[src/rtl/mul_responder_pkg.sv]
// mul_resp_pkg: shared types and default sizing for the multiply request/response path
package mul_resp_pkg;

    function automatic int cnt_width(input int n);
        return (n > 1) ? $clog2(n) : 1;
    endfunction

    localparam int MUL_DATA_W    = 64;
    localparam int MUL_STEP_BITS = 1;
    localparam int MUL_TAG_W     = 4;
    localparam int N_STEPS       = MUL_DATA_W / MUL_STEP_BITS;
    localparam int CNT_W         = cnt_width(N_STEPS);

    typedef enum logic [1:0] {IDLE, BUSY, DONE} state_t;

    typedef struct packed {
        logic [MUL_DATA_W-1:0] a;
        logic [MUL_DATA_W-1:0] b;
        logic [MUL_TAG_W-1:0]  tag;
    } mul_req_t;

endpackage

[src/rtl/mul_responder_if.sv]
// mul_responder_if: multiply request/response valid-ready bundle
interface mul_responder_if
    import mul_resp_pkg::*;
#(
    parameter int DATA_W = MUL_DATA_W,
    parameter int TAG_W  = MUL_TAG_W
);
    logic              req_valid;
    logic              req_ready;
    logic [DATA_W-1:0] req_a;
    logic [DATA_W-1:0] req_b;
    logic [TAG_W-1:0]  req_tag;
    logic              rsp_valid;
    logic              rsp_ready;
    logic [DATA_W-1:0] rsp_lo;
    logic [DATA_W-1:0] rsp_hi;
    logic [TAG_W-1:0]  rsp_tag;

    modport master (
        output req_valid, req_a, req_b, req_tag, rsp_ready,
        input  req_ready, rsp_valid, rsp_lo, rsp_hi, rsp_tag
    );

    modport slave (
        input  req_valid, req_a, req_b, req_tag, rsp_ready,
        output req_ready, rsp_valid, rsp_lo, rsp_hi, rsp_tag
    );
endinterface

[src/rtl/mul_responder_step_dp.sv]
// mul_step_dp: one shift-add iteration consuming STEP_BITS multiplier bits
module mul_step_dp #(
    parameter int DATA_W    = 64,
    parameter int STEP_BITS = 1
) (
    input  logic [2*DATA_W-1:0] acc_in,
    input  logic [2*DATA_W-1:0] a_in,
    input  logic [DATA_W-1:0]   b_in,
    output logic [2*DATA_W-1:0] acc_out,
    output logic [2*DATA_W-1:0] a_out,
    output logic [DATA_W-1:0]   b_out
);
    // Add the multiplicand shifted by each set multiplier bit, then advance both operands
    always_comb begin
        acc_out = acc_in;
        for (int i = 0; i < STEP_BITS; i++)
            acc_out = b_in[i] ? acc_out + (a_in << i) : acc_out;
        a_out = a_in << STEP_BITS;
        b_out = b_in >> STEP_BITS;
    end
endmodule

[src/rtl/mul_responder.sv]
// mul_responder: fixed-latency iterative 64x64 unsigned multiplier behind valid/ready
module mul_responder
    import mul_resp_pkg::*;
#(
    parameter int DATA_W    = MUL_DATA_W,
    parameter int STEP_BITS = MUL_STEP_BITS,
    parameter int TAG_W     = MUL_TAG_W
) (
    input  logic             clk,
    input  logic             rst_n,
    mul_responder_if.slave   bus,
    output logic             busy
);
    localparam int N  = DATA_W / STEP_BITS;
    localparam int CW = cnt_width(N);

    if (STEP_BITS < 1 || DATA_W % STEP_BITS != 0) begin : g_bad_step
        $error("mul_responder: STEP_BITS must divide DATA_W");
    end

    state_t              state;
    logic                req_ready;
    logic                rsp_valid;
    logic [2*DATA_W-1:0] acc;
    logic [2*DATA_W-1:0] a_sh;
    logic [DATA_W-1:0]   b_sh;
    logic [TAG_W-1:0]    tag;
    logic [CW-1:0]       cnt;
    logic [2*DATA_W-1:0] acc_nx;
    logic [2*DATA_W-1:0] a_nx;
    logic [DATA_W-1:0]   b_nx;

    mul_step_dp #(.DATA_W(DATA_W), .STEP_BITS(STEP_BITS)) u_step (
        .acc_in (acc),
        .a_in   (a_sh),
        .b_in   (b_sh),
        .acc_out(acc_nx),
        .a_out  (a_nx),
        .b_out  (b_nx)
    );

    assign bus.req_ready = req_ready;
    assign bus.rsp_valid = rsp_valid;
    assign bus.rsp_lo    = acc[DATA_W-1:0];
    assign bus.rsp_hi    = acc[2*DATA_W-1:DATA_W];
    assign bus.rsp_tag   = tag;

    // Request capture, fixed-count shift-add iteration and response hold
    always_ff @(posedge clk or negedge rst_n) begin
        if (!rst_n) begin
            state     <= IDLE;
            req_ready <= 1'b1;
            rsp_valid <= 1'b0;
            busy      <= 1'b0;
            acc       <= '0;
            a_sh      <= '0;
            b_sh      <= '0;
            tag       <= '0;
            cnt       <= '0;
        end else begin
            case (state)
                IDLE: if (bus.req_valid && req_ready) begin
                    a_sh      <= {{DATA_W{1'b0}}, bus.req_a};
                    b_sh      <= bus.req_b;
                    tag       <= bus.req_tag;
                    acc       <= '0;
                    cnt       <= CW'(N - 1);
                    req_ready <= 1'b0;
                    busy      <= 1'b1;
                    state     <= BUSY;
                end
                BUSY: begin
                    acc  <= acc_nx;
                    a_sh <= a_nx;
                    b_sh <= b_nx;
                    if (cnt == '0) begin
                        state     <= DONE;
                        rsp_valid <= 1'b1;
                    end else begin
                        cnt <= cnt - CW'(1);
                    end
                end
                DONE: if (rsp_valid && bus.rsp_ready) begin
                    state     <= IDLE;
                    rsp_valid <= 1'b0;
                    busy      <= 1'b0;
                    req_ready <= 1'b1;
                end
                default: state <= IDLE;
            endcase
        end
    end
endmodule

[src/flat_wrapper.sv]
// flat-port wrapper written by rule: the top's interface ports become plain ports
module mul_responder_flat import mul_resp_pkg::*;
#(
    parameter int DATA_W    = MUL_DATA_W,
    parameter int STEP_BITS = MUL_STEP_BITS,
    parameter int TAG_W     = MUL_TAG_W
)
  (clk, rst_n, busy, bus_req_valid, bus_req_a, bus_req_b, bus_req_tag, bus_rsp_ready, bus_req_ready, bus_rsp_valid, bus_rsp_lo, bus_rsp_hi, bus_rsp_tag);
  mul_responder_if #(.DATA_W(DATA_W), .TAG_W(TAG_W)) bus_i ();
  input  logic clk;
  input  logic rst_n;
  output logic busy;
  input wire logic [$bits(bus_i.req_valid)-1:0] bus_req_valid;
  input wire logic [$bits(bus_i.req_a)-1:0] bus_req_a;
  input wire logic [$bits(bus_i.req_b)-1:0] bus_req_b;
  input wire logic [$bits(bus_i.req_tag)-1:0] bus_req_tag;
  input wire logic [$bits(bus_i.rsp_ready)-1:0] bus_rsp_ready;
  output wire logic [$bits(bus_i.req_ready)-1:0] bus_req_ready;
  output wire logic [$bits(bus_i.rsp_valid)-1:0] bus_rsp_valid;
  output wire logic [$bits(bus_i.rsp_lo)-1:0] bus_rsp_lo;
  output wire logic [$bits(bus_i.rsp_hi)-1:0] bus_rsp_hi;
  output wire logic [$bits(bus_i.rsp_tag)-1:0] bus_rsp_tag;
  assign bus_i.req_valid = bus_req_valid;
  assign bus_i.req_a = bus_req_a;
  assign bus_i.req_b = bus_req_b;
  assign bus_i.req_tag = bus_req_tag;
  assign bus_i.rsp_ready = bus_rsp_ready;
  assign bus_req_ready = bus_i.req_ready;
  assign bus_rsp_valid = bus_i.rsp_valid;
  assign bus_rsp_lo = bus_i.rsp_lo;
  assign bus_rsp_hi = bus_i.rsp_hi;
  assign bus_rsp_tag = bus_i.rsp_tag;
  mul_responder #(.DATA_W(DATA_W), .STEP_BITS(STEP_BITS), .TAG_W(TAG_W)) u_core (.clk(clk), .rst_n(rst_n), .bus(bus_i), .busy(busy));
endmodule
[config.mk]
export PLATFORM = sky130hd
export DESIGN_NAME = mul_responder_flat
export DESIGN_NICKNAME = d
export VERILOG_FILES = /design/src/rtl/mul_responder_pkg.sv /design/src/rtl/mul_responder_if.sv /design/src/rtl/mul_responder_step_dp.sv /design/src/rtl/mul_responder.sv /design/src/flat_wrapper.sv
export SDC_FILE = /design/constraint.sdc
export NUM_CORES = 1
export LEC_CHECK = 0
export ABC_AREA = 1
export CAP_MARGIN = 20
export CORE_MARGIN = 2
export CORE_UTILIZATION = 59
export CTS_BUF_LIST = sky130_fd_sc_hd__clkbuf_8 sky130_fd_sc_hd__clkbuf_16
export CTS_CLUSTER_SIZE = 24
export DETAILED_ROUTE_END_ITERATION = 8
export MAX_ROUTING_LAYER = met4
export PLACE_DENSITY = 0.92
export SETUP_SLACK_MARGIN = 0.15
export SYNTH_ARGS = -nofsm -noshare
export SYNTH_HDL_FRONTEND = slang
export SYNTH_SLANG_ARGS = --single-unit
[constraint.sdc]
create_clock -name clk -period 2.5 [get_ports clk]
set_clock_uncertainty 0.05 [all_clocks]
set_input_delay 0.25 -clock clk [delete_from_list [all_inputs] [get_ports clk]]
set_output_delay 0.25 -clock clk [all_outputs]
set_load 0.005 [all_outputs]
==> flow_summary.json, run 1 <==
{
  "status": "aborted with a tool error",
  "stop_stage": "global routing (5_1_grt)",
  "tool.error": "[ERROR GRT-0232] Routing congestion too high. Check the congestion heatmap in the GUI.",
  "syn_nets": 4915,
  "synthTopCellsByArea": "dfrtp_1, nand2_1, inv_1, ha_1, nor2_1",
  "yosysSeqAreaShare_pct": 30.7,
  "htreeDepth": 2,
  "synth_top_area_share_pct": 30.6,
  "synth_edf_count": 0,
  "worst-ep-kind": "sequential cell input",
  "rows": 78,
  "synth_flop_cell": "dfrtp_1",
  "numCtsBuffers": 38,
  "hpwlAfterDp_um": 92300,
  "synthesis.area_mm2": 0.0273,
  "boundaryPins": 271,
  "post-place-cells": 5956,
  "synthTopCellsByCount": "nand2_1, inv_1, nor2_1",
  "cts_root_buf": "clkbuf_16",
  "clock-sinks": 335,
  "chipWidth_um": 219,
  "ys_types": 41,
  "yosys.cell_count.top_type": "nand2_1",
  "dp_slack_ps": -431,
  "start_util_pct": 59.9,
  "avgSynthCellArea_um2": 5.88,
  "ys_warn_count": 0,
  "async_reset_ff_share_pct": 100,
  "place_congestion": 1.14,
  "portBuffers": 270,
  "yosys.area.top_type": "dfrtp_1",
  "ys_ff_latch": 335,
  "crit_endpoint": "u_core.acc[82]$_DFFE_PN0P_/D",
  "clockBufferDepth": 3,
  "overflow": 1066,
  "fp.dieH_um": 219,
  "grt_usage_pct": 91.0,
  "grt_max_degree": 182,
  "synthCells": 4645
}
## per-stage QoR
stage                     utilization [%]  setup TNS, ps  area, um^2  hold WS (ps)
after floorplan                         -              0       27300         -95.6
after global placement               75.9          -4670       34600           144
after detailed placement             75.9          -7390       34600           142
after CTS                            84.3              0       38400           123
## logic make-up after synthesis
family	count (synthesis)	share of synthesized area [%]
flip-flops	335	30.7
multiplexers	4	0.165
buffers and inverters	1066	14.9
XOR/XNOR	12	0.385
adder cells (fa/ha/maj)	134	6.17
AND/OR/NAND/NOR	2609	37.4
AO/OA/AOI/OAI	485	10.3
## timing repair
| item | CTS |
|---|---|
| cloned | 3 |
| endpoints found under the hold margin | 215 |
| resized for setup | 428 |
| setup buffers | 41 |
| pin swaps | 71 |
| setup endpoints to repair | 126 |
| hold buffers | 1 |
## routing by layer
layer / GRT usage, % / overflow
met2: 103 / 616
met1: 89.2 / 84
met5: - / -
met3: 78.9 / 74
met4: 90.7 / 292
==> run 2, diff against run 1 <==
CORE_UTILIZATION = 40   (was 59)
CTS_BUF_LIST = default   (was sky130_fd_sc_hd__clkbuf_8 sky130_fd_sc_hd__clkbuf_16)
CTS_CLUSTER_SIZE = default   (was 24)
MAX_ROUTING_LAYER = default   (was met4)
PLACE_DENSITY = default   (was 0.92)
PLACE_DENSITY_LB_ADDON = 0.15   (was default)
SETUP_SLACK_MARGIN = default   (was 0.15)
==> run 2 against run 1 <==
Against the previous run:
- the flow now finishes without violations
- synthesized area unchanged
- synthesized cell count unchanged
==> flow_summary.json, run 2 <==
{
  "status": "finished clean",
  "synth-compound-area-share_pct": 10.3,
  "r2r-start": "u_core.acc[32]$_DFFE_PN0P_",
  "largestRegisters": "u_core.a_sh: 128 flops, u_core.acc: 128 flops, u_core.b_sh: 64 flops",
  "grt_pass1_wl_um": 175000,
  "syn_to_final_growth_pct": 50.0,
  "cts.clk_slew.worst_paths_ps": 70,
  "cp.arrival_ps": 2910,
  "tritoncts": "yes",
  "clock-sinks": 335,
  "post-route-period-util_pct": 98.5,
  "required_ps": 2940,
  "worst_pin_slew_ps": 965,
  "yosysSeqAreaShare_pct": 30.7,
  "drive_above_1_share_pct": 25.4,
  "clockBufferDepth": 3,
  "start_kind": "register",
  "fp.dieH_um": 265,
  "finalHoldViolCount": 0,
  "grt_max_degree": 137,
  "final_cell_area_mm2": 0.0410,
  "multi_input_area_mm2": 0.0181,
  "grt_pass1_vias": 30000,
  "drt_iter0_drc": 2866,
  "min_path_type": "in -> async",
  "dieArea_mm2": 0.0704,
  "layout.cells.non_filler": 6460,
  "numCtsBuffers": 41,
  "core-area_mm2": 0.0674,
  "vias_per_cell": 4.96,
  "synth_edf_count": 0,
  "syn_nets": 4915,
  "clk_latency_ps": 610,
  "ys_ff_latch": 335,
  "htreeDepth": 2,
  "rows": 95,
  "muxShareOfSynthArea_pct": 0.165,
  "drc": 0,
  "endpoint_kind": "register",
  "wirelength_um": 120000,
  "setup_viol": 0,
  "yosys.area.top_type": "dfrtp_1",
  "synth_top_family_by_area": "simple AND/OR/NAND/NOR gates",
  "grt_setup_unrepaired": "yes",
  "num_vias": 32000,
  "setup_tns_ps": 0,
  "grt_antenna_before_repair": 2,
  "cts_root_buf": "clkbuf_16",
  "fillerInstances": 6504,
  "dp_slack_ps": -332,
  "postPlaceCellArea_mm2": 0.0360,
  "drv_slew": 0,
  "crit_path_max_fanout": 4,
  "ys_warn_count": 0,
  "avgSynthCellArea_um2": 5.88,
  "power_mw": 42.8,
  "final_common_cell": "nand2_1",
  "max-cap-violations": 0,
  "synthTopCellsByCount": "nand2_1, inv_1, nor2_1",
  "yosys.cell_count.top_type": "nand2_1",
  "dr.pass1.iters": 6,
  "synth_fa_ha_area_share_pct": 6.17,
  "synthCells": 4645,
  "worst_slack_ps": 36.5,
  "slew_headroom_pct": 35.7,
  "rrSetupSlack_ps": 40,
  "synth_flop_cell": "dfrtp_1",
  "ys_types": 41,
  "ir_drop_mv": 0.912,
  "place_congestion": 1.05,
  "nNetsFinal": 5824,
  "timing.fmax_mhz": 406,
  "regArea_mm2": 0.00839,
  "synthesis.area_mm2": 0.0273,
  "start_util_pct": 40.5,
  "synthTopCellsByArea": "dfrtp_1, nand2_1, inv_1, ha_1, nor2_1",
  "synthSimpleGateAreaFrac_pct": 37.4,
  "wl_per_cell_um": 18.6,
  "r2r_cells": 15,
  "post-place-cells": 6348,
  "critPathKind": "reg -> reg",
  "powerDensity_mw_per_mm2": 1040,
  "final_antenna_net_count": 0,
  "overflow": 0,
  "async_reset_ff_share_pct": 100,
  "synth_top_area_share_pct": 30.6,
  "chipWidth_um": 265,
  "boundaryPins": 271,
  "leakagePower_nw": 21.9,
  "worst_r2r_endpoint": "u_core.acc[52]$_DFFE_PN0P_",
  "grt_usage_pct": 32.8,
  "finalCriticalPeriod_ps": 2460,
  "hpwlAfterDp_um": 95100,
  "layout_common_cells": "nand2_1, inv_1, buf_4",
  "yosys.area_share.xor_xnor_pct": 0.385,
  "portBuffers": 270
}
-- run 2: where the power goes --
| group | total, mW | switching [mW] | internal, mW |
|---|---|---|---|
| Clock | 6.27 | 2.70 | 3.56 |
| Sequential | 9.43 | 1.89 | 7.53 |
| Combinational | 27.1 | 15.0 | 12.1 |
-- run 2: stage by stage --
step           hold slack [ps]  util [%]
4_1_cts                    144      56.5
2_1_floorplan            -95.6         -
3_5_place_dp               194      53.4
3_3_place_gp               197      53.4
5_1_grt                    173      60.8
6_report                   130      60.8
-- run 2: worst max-delay path by stage --
stage | startpoint | endpoint
detailed placement | u_core.acc[1]$_DFFE_PN0P_ | u_core.acc[104]$_DFFE_PN0P_
CTS | u_core.a_sh[3]$_DFFE_PN0P_ | u_core.acc[89]$_DFFE_PN0P_
finish | u_core.acc[32]$_DFFE_PN0P_ | u_core.acc[52]$_DFFE_PN0P_
global route | u_core.a_sh[104]$_DFFE_PN0P_ | u_core.acc[124]$_DFFE_PN0P_
floorplan | u_core.acc[0]$_DFFE_PN0P_ | u_core.acc[104]$_DFFE_PN0P_
global placement | u_core.acc[1]$_DFFE_PN0P_ | u_core.acc[88]$_DFFE_PN0P_
-- run 2: timing repair --
item / CTS / global route
pin swaps: 5 / 117
cloned: 0 / 2
resized for setup: 164 / 584
buffers inserted: 4 / 30
endpoints found under the setup margin: 75 / 88
hold endpoints to repair: 71 / 0
hold buffers: 1 / 0
-- run 2: cell families after synthesis --
logic type                 Yosys count
AOI/OAI and AO/OA                  485
xor gates and xnor gates            12
adders and majority gates          134
buffers and inverters             1066
DFF                                335
muxes                                4
and+or+nand+nor                   2609
-- run 2: worst max-delay path, cell delays in order (launching register included) --
cell	delay, ps
dfrtp_1	420
ha_4	270
nand2_1	150
nor2_1	60
buf_4	160
inv_1	110
nor2_4	60
nand2_1	70
nand2_2	60
buf_4	130
a21oi_2	120
nand2_2	130
buf_4	170
or2_2	270
nand3_1	90
nand2_1	60
-- run 2: final cells by class --
cell class              instances  share of cell area (%)
clock buffers                  56                    2.89
multi-input cells            3244                    44.2
inverters                     962                    8.82
repair buffers                970                    20.4
well taps                     873                    2.67
flip-flops and latches        335                    20.5
diodes                          1                 0.00611
clock inverters                19                   0.522
-- run 2: per-layer routing --
layer	global-route usage (%)	routed length (um)	share of wire, %
met1	47.4	55100	46
met2	48.2	50500	42
met3	7.78	11300	9.4
met4	9.96	3580	3.0
met5	0	0	0
Power figures use the tool's default switching activity.
